## src/rtl/spi_flash_cmd_if.sv

```systemverilog
// spi_flash_cmd_if: command/data bus of spi_flash_cmd_master; master = system side, slave = engine side
interface spi_flash_cmd_if #(
  parameter int LEN_W = 8
);
  logic             start;
  logic [7:0]       cmd;
  logic [23:0]      addr;
  logic [1:0]       addr_len;
  logic [LEN_W-1:0] wr_len;
  logic [LEN_W-1:0] rd_len;
  logic [7:0]       wr_data;
  logic             wr_req;
  logic [7:0]       rd_data;
  logic             rd_valid;
  logic             busy;
  logic             done;
  modport master (
    output start, cmd, addr, addr_len, wr_len, rd_len, wr_data,
    input  wr_req, rd_data, rd_valid, busy, done
  );
  modport slave (
    input  start, cmd, addr, addr_len, wr_len, rd_len, wr_data,
    output wr_req, rd_data, rd_valid, busy, done
  );
endinterface

```

## src/rtl/spi_flash_cmd_master.sv

```systemverilog
// spi_flash_cmd_master: SPI mode-0 flash command engine (cmd, addr, write, read bytes in one CS frame); ports clk, reset, bus (command if), SPICLK, SPIMOSI, SPIMISO, chip_select
module spi_flash_cmd_master #(
  parameter int CLK_DIV = 1,
  parameter int LEN_W   = 8,
  parameter int CS_IDLE = 2
) (
  input  logic           clk,
  input  logic           reset,
  spi_flash_cmd_if.slave bus,
  output logic           SPICLK,
  output logic           SPIMOSI,
  input  logic           SPIMISO,
  output logic           chip_select
);
  localparam int CW = CLK_DIV > 1 ? $clog2(CLK_DIV) : 1;
  localparam int GW = CS_IDLE > 1 ? $clog2(CS_IDLE) : 1;
  localparam int BW = LEN_W + 2;
  localparam logic [1:0] IDLE   = 2'd0;
  localparam logic [1:0] SHIFT  = 2'd1;
  localparam logic [1:0] CS_GAP = 2'd2;
  logic [1:0]    state;
  logic [CW-1:0] div_cnt;
  logic [GW-1:0] gap_cnt;
  logic [BW-1:0] byte_idx, addr_end, wr_end, total, nxt;
  logic [2:0]    bit_idx;
  logic [7:0]    tx, wr_buf, rx, nb;
  logic [23:0]   addr_sh;
  logic          tick, in_rd, wr_fire;
  always_comb begin
    tick    = div_cnt == CW'(CLK_DIV - 1);
    nxt     = byte_idx + BW'(1);
    in_rd   = byte_idx >= wr_end && byte_idx < total;
    nb      = nxt < addr_end ? addr_sh[23:16] : nxt < wr_end ? wr_buf : 8'h00;
    wr_fire = state == SHIFT && tick && !SPICLK && bit_idx == 3'd7 && nxt >= addr_end && nxt < wr_end;
  end
  assign bus.wr_req = wr_fire;
  assign bus.busy   = state != IDLE;
  always_ff @(posedge clk) begin
    if (reset) begin
      state        <= IDLE;
      SPICLK       <= 1'b0;
      SPIMOSI      <= 1'b0;
      chip_select  <= 1'b1;
      bus.done     <= 1'b0;
      bus.rd_valid <= 1'b0;
      bus.rd_data  <= 8'h00;
      div_cnt      <= '0;
      gap_cnt      <= '0;
      byte_idx     <= '0;
      bit_idx      <= '0;
      addr_end     <= '0;
      wr_end       <= '0;
      total        <= '0;
      tx           <= '0;
      wr_buf       <= '0;
      rx           <= '0;
      addr_sh      <= '0;
    end else begin
      bus.done     <= 1'b0;
      bus.rd_valid <= 1'b0;
      case (state)
        IDLE: if (bus.start) begin
          state       <= SHIFT;
          chip_select <= 1'b0;
          SPIMOSI     <= bus.cmd[7];
          tx          <= {bus.cmd[6:0], 1'b0};
          addr_sh     <= bus.addr << (5'd24 - {bus.addr_len, 3'b000});
          addr_end    <= BW'(bus.addr_len) + BW'(1);
          wr_end      <= BW'(bus.addr_len) + BW'(bus.wr_len) + BW'(1);
          total       <= BW'(bus.addr_len) + BW'(bus.wr_len) + BW'(bus.rd_len) + BW'(1);
          byte_idx    <= '0;
          bit_idx     <= '0;
          div_cnt     <= '0;
        end
        SHIFT: if (!tick) div_cnt <= div_cnt + CW'(1);
        else begin
          div_cnt <= '0;
          if (!SPICLK) begin
            if (byte_idx == total) begin
              state       <= CS_GAP;
              chip_select <= 1'b1;
              bus.done    <= 1'b1;
              gap_cnt     <= '0;
            end else begin
              SPICLK <= 1'b1;
              if (in_rd) rx <= {rx[6:0], SPIMISO};
              if (in_rd && bit_idx == 3'd7) begin
                bus.rd_data  <= {rx[6:0], SPIMISO};
                bus.rd_valid <= 1'b1;
              end
              if (wr_fire) wr_buf <= bus.wr_data;
            end
          end else begin
            SPICLK  <= 1'b0;
            bit_idx <= bit_idx + 3'd1;
            if (bit_idx == 3'd7) begin
              byte_idx <= nxt;
              SPIMOSI  <= nb[7];
              tx       <= {nb[6:0], 1'b0};
              if (nxt < addr_end) addr_sh <= addr_sh << 8;
            end else begin
              SPIMOSI <= tx[7];
              tx      <= {tx[6:0], 1'b0};
            end
          end
        end
        CS_GAP: if (gap_cnt == GW'(CS_IDLE - 1)) state <= IDLE;
        else gap_cnt <= gap_cnt + GW'(1);
        default: state <= IDLE;
      endcase
    end
  end
endmodule

```

## src/flat_wrapper.sv

```systemverilog
// flat-port wrapper written by rule: the top's interface ports become plain ports
module spi_flash_cmd_master_flat 
#(
  parameter int CLK_DIV = 1,
  parameter int LEN_W   = 8,
  parameter int CS_IDLE = 2
)
  (clk, reset, SPICLK, SPIMOSI, SPIMISO, chip_select, bus_start, bus_cmd, bus_addr, bus_addr_len, bus_wr_len, bus_rd_len, bus_wr_data, bus_wr_req, bus_rd_data, bus_rd_valid, bus_busy, bus_done);
  spi_flash_cmd_if #(.LEN_W(LEN_W)) bus_i ();
  input  logic clk;
  input  logic reset;
  output logic SPICLK;
  output logic SPIMOSI;
  input  logic SPIMISO;
  output logic chip_select;
  input wire logic [$bits(bus_i.start)-1:0] bus_start;
  input wire logic [$bits(bus_i.cmd)-1:0] bus_cmd;
  input wire logic [$bits(bus_i.addr)-1:0] bus_addr;
  input wire logic [$bits(bus_i.addr_len)-1:0] bus_addr_len;
  input wire logic [$bits(bus_i.wr_len)-1:0] bus_wr_len;
  input wire logic [$bits(bus_i.rd_len)-1:0] bus_rd_len;
  input wire logic [$bits(bus_i.wr_data)-1:0] bus_wr_data;
  output wire logic [$bits(bus_i.wr_req)-1:0] bus_wr_req;
  output wire logic [$bits(bus_i.rd_data)-1:0] bus_rd_data;
  output wire logic [$bits(bus_i.rd_valid)-1:0] bus_rd_valid;
  output wire logic [$bits(bus_i.busy)-1:0] bus_busy;
  output wire logic [$bits(bus_i.done)-1:0] bus_done;
  assign bus_i.start = bus_start;
  assign bus_i.cmd = bus_cmd;
  assign bus_i.addr = bus_addr;
  assign bus_i.addr_len = bus_addr_len;
  assign bus_i.wr_len = bus_wr_len;
  assign bus_i.rd_len = bus_rd_len;
  assign bus_i.wr_data = bus_wr_data;
  assign bus_wr_req = bus_i.wr_req;
  assign bus_rd_data = bus_i.rd_data;
  assign bus_rd_valid = bus_i.rd_valid;
  assign bus_busy = bus_i.busy;
  assign bus_done = bus_i.done;
  spi_flash_cmd_master #(.CLK_DIV(CLK_DIV), .LEN_W(LEN_W), .CS_IDLE(CS_IDLE)) u_core (.clk(clk), .reset(reset), .bus(bus_i), .SPICLK(SPICLK), .SPIMOSI(SPIMOSI), .SPIMISO(SPIMISO), .chip_select(chip_select));
endmodule
```

## config.mk

```make
export PLATFORM = sky130hd
export DESIGN_NAME = spi_flash_cmd_master_flat
export DESIGN_NICKNAME = d
export VERILOG_FILES = /design/src/rtl/spi_flash_cmd_if.sv /design/src/rtl/spi_flash_cmd_master.sv /design/src/flat_wrapper.sv
export SDC_FILE = /design/constraint.sdc
export NUM_CORES = 1
export LEC_CHECK = 0
export ABC_AREA = 1
export CELL_PAD_IN_SITES_DETAIL_PLACEMENT = 1
export CELL_PAD_IN_SITES_GLOBAL_PLACEMENT = 1
export CORE_MARGIN = 2
export CORE_UTILIZATION = 40
export DETAILED_ROUTE_END_ITERATION = 8
export PLACE_DENSITY = 0.8
export SLEW_MARGIN = 15
export SYNTH_ARGS = -nofsm -noshare
export SYNTH_HDL_FRONTEND = slang
export SYNTH_SLANG_ARGS = --single-unit
```

## constraint.sdc

```tcl
create_clock -name clk -period 3.44 [get_ports clk]
set_input_delay 0.688 -clock clk [delete_from_list [all_inputs] [get_ports clk]]
set_output_delay 0.688 -clock clk [all_outputs]
set_load 0.01 [all_outputs]
```

==> impl_metrics.toml <==
[clock_tree]
cts_sinks = 98
clk_latency_ns = 0.35
cts_tree = "built"
numCtsBuffers = 9
clock-root-buffer = "clkbuf_16"
clk_pin_slew_ns = 0.07
ctsHoldBuffers = 0
htree_levels = 3
clk_path_buf_depth = 2

[min_path]
hp-class = "reg -> reg"
hold-path-endpoint = "u_core.addr_sh[23]$_SDFFE_PP0P_"
min_from = "u_core.addr_sh[23]$_SDFFE_PP0P_"
hold_depth = 2

[power]
p_leak_nw = 3.51
ir_drop_v = 0.000292
cellInternalPower_w = 0.00270
p_clk_share_pct = 22.7
finalPower_w = 0.00461
p_comb_share_pct = 43.3
pwr_density_cell_mw_per_mm2 = 603
sw_frac_of_total_pct = 41.5
seqPwrFrac_pct = 34.0
p_sw_w = 0.00191

[synthesis]
synth_top_area_share_pct = 31.4
synthesis.area_mm2 = 0.00625
synth_cells = 938
synth.most_common_cell = "nand2_1"
yosysTopAreaCell = "dfxtp_1"
postSynth.asyncResetShare_pct = 0
synth.area.top_cells = "dfxtp_1, nand2_1, ha_1"
yosys-top-cells-count = "nand2_1, inv_1, nor2_1, dfxtp_1, a21oi_1"
yosysWarningCount = 0
syn_nets = 1047
synth-seq-area-share_pct = 31.4
syn_avg_cell_area_um2 = 6.66
synth_seq_cells = 98
yosysUniqueCellTypes = 45
synth_edf_count = 0
synth_ff_type = "dfxtp_1"

[floorplanning]
coreArea_mm2 = 0.0153
num_rows = 45
ios = 77
die_x_um = 129
initial_core_util_pct = 41.0
die_y_um = 129
die_area_mm2 = 0.0166

[timing]
min_period_ns = 3.22
max_freq_mhz = 310
slew_headroom_pct = 41.3
period_share_pct = 93.7
tightestPinTransition_ns = 0.879
setup_viol = 0
rsz0062_at_grt = "no"
fin_worst_skew_ns = 0.00931
timing.final.max_slew_violations = 0
hold_viol = 0

[critical_path]
required_ns = 2.75
worst-path-max-fanout = 11
r2r-end = "u_core.bus.rd_data[2]$_SDFFE_PP0P_"
criticalPathCategory = "reg -> out"
r2r_cells = 10
r2r_start = "u_core.byte_idx[7]$_SDFFE_PP0P_"
critPathLaunchType = "flop"
end_kind = "output port"
reg2reg_slack_ns = 0.85
cp_data_arrival_time_ns = 2.53
cp-startpoint = "u_core.byte_idx[0]$_SDFFE_PP0P_"

[finish]
fin_cells = 1236
syn2layout_area_growth_pct = 22.5
nets = 1129
drive_above_1_share_pct = 8.68
antenna_cells = 0

[place]
dp.cells = 1220
gp_congestion = 0.805
portBuffers = 76
hpwl_um = 12800

[drt]
drt_iter0_drc = 236
dr.pass1.iters = 6
wirelength_um = 16800
viasPerCell = 4.86
dr_total_vias = 6003
wl_per_cell_um = 13.6
drc_errors = 0
ant_nets = 0

[grt]
grt_overflow_total = 0
grt_first_pass_wirelength_um = 28200
track_usage_pct = 21.1
grt_max_degree = 47
grt_pass1_vias = 5801
antenna_found_initial = 0

[run]
max_cap_viol_count = 0

[run_status]
status = "finished clean"
flip-flops by register name, indices dropped and copies added (netlist names):
register             flops
u_core.wr_end           10
u_core.bus.rd_valid      1
u_core.byte_idx         10
u_core.SPIMOSI           1
u_core.tx                7
u_core.SPICLK            1
u_core.addr_sh          24
u_core.addr_end          3
u_core.bus.rd_data       8
u_core.total            10
u_core.bus.done          1
u_core.chip_select       1
u_core.wr_buf            8
u_core.bit_idx           3
u_core.state             2
u_core.gap_cnt           1
u_core.rx                7
area by class of cell:
| class | instances | area, um2 |
|---|---|---|
| Tap cell | 211 | 264 |
| Multi-Input combinational cell | 665 | 3600 |
| Clock inverter | 5 | 62.6 |
| Timing Repair Buffer | 107 | 991 |
| Clock buffer | 11 | 243 |
| Inverter | 139 | 524 |
| Fill cell | 2018 | 7600 |
| Sequential cell | 98 | 1970 |
cells by family (layout without fill, tap and decap cells):
kind of cell	Yosys count	after routing	synth area share [%]
buffers and inverters	175	262	11.0
multiplexers	1	1	0.160
AND/OR/NAND/NOR	409	409	28.9
XOR/XNOR	19	19	2.66
flip-flops	98	98	31.4
adder cells (fa/ha/maj)	47	47	9.65
AO/OA/AOI/OAI	189	189	16.3
how the worst max path moves through the flow:
| stage | endpoint | slack [ns] | depth (start not counted) |
|---|---|---|---|
| after floorplan | u_core.total[8]$_SDFFE_PP0P_ | 0.45 | 16 |
| after global placement | u_core.total[8]$_SDFFE_PP0P_ | 0.03 | 17 |
| after detailed placement | u_core.total[8]$_SDFFE_PP0P_ | -0.07 | 17 |
| after CTS | bus_wr_req | 0.20 | 13 |
| after global routing | bus_wr_req | 0.02 | 13 |
| final | bus_wr_req | 0.22 | 13 |
cell usage in the layout, fill, tap and decap left out, drive strengths merged, types with 9 or more instances in the layout:
cell type	count
nand2	218
inv	139
nor2	124
dfxtp	98
o21ai	89
a21oi	80
clkdlybuf4s50	74
ha	45
nand3	39
buf	32
xor2	17
nand4	16
clkbuf	11
o211ai	9
worst max-delay path, stage by stage (launching register included):
cell           delay (ns)
dfxtp_1              0.37
buf_6                0.16
nand3_1              0.10
inv_1                0.09
nand3_1              0.07
nand2_1              0.09
inv_2                0.05
ha_1                 0.29
a21o_1               0.18
nand4_1              0.09
nand2_1              0.09
a21oi_4              0.18
and2_1               0.16
dlygate4sd2_1        0.27
per-stage QoR:
stage	worst slack, ns	setup TNS (ns)	utilization [%]	cell area, um2	hold WS [ns]
detailed placement	-0.0703	-0.120	48.1	7340	0.449
global placement	0.0279	0	48.1	7340	0.444
CTS	0.198	0	50.2	7650	0.467
floorplan	0.448	0	-	6250	0.430
finish	0.217	0	50.2	7650	0.463
global route	0.0153	0	50.2	7650	0.483
power groups by stage:
stage	registers, W	clock network, W	logic (W)
after detailed placement	0.00159	0	0.00200
after floorplan	0.00156	0	0.00144
final	0.00157	0.00105	0.00200
after global routing	0.00160	0.00112	0.00229
after CTS	0.00157	0.00107	0.00202
after global placement	0.00158	0	0.00194
per-layer routing:
metal  share of wire, %  up-vias  wire [um]  track usage, %
met2                 45       87       7510            33.1
met4                1.7        0        289            7.23
met5                  0        -          0               0
met1                 51     2734       8580            30.0
met3                2.6       17        429            2.77
li1                   -     3165          -               -
timing repair:
item,in CTS,in global routing
setup buffers,0,0
endpoints found under the setup margin,1,0
endpoints found under the hold margin,0,0
gates resized for setup,6,0
(Power assumes the default switching activity.)
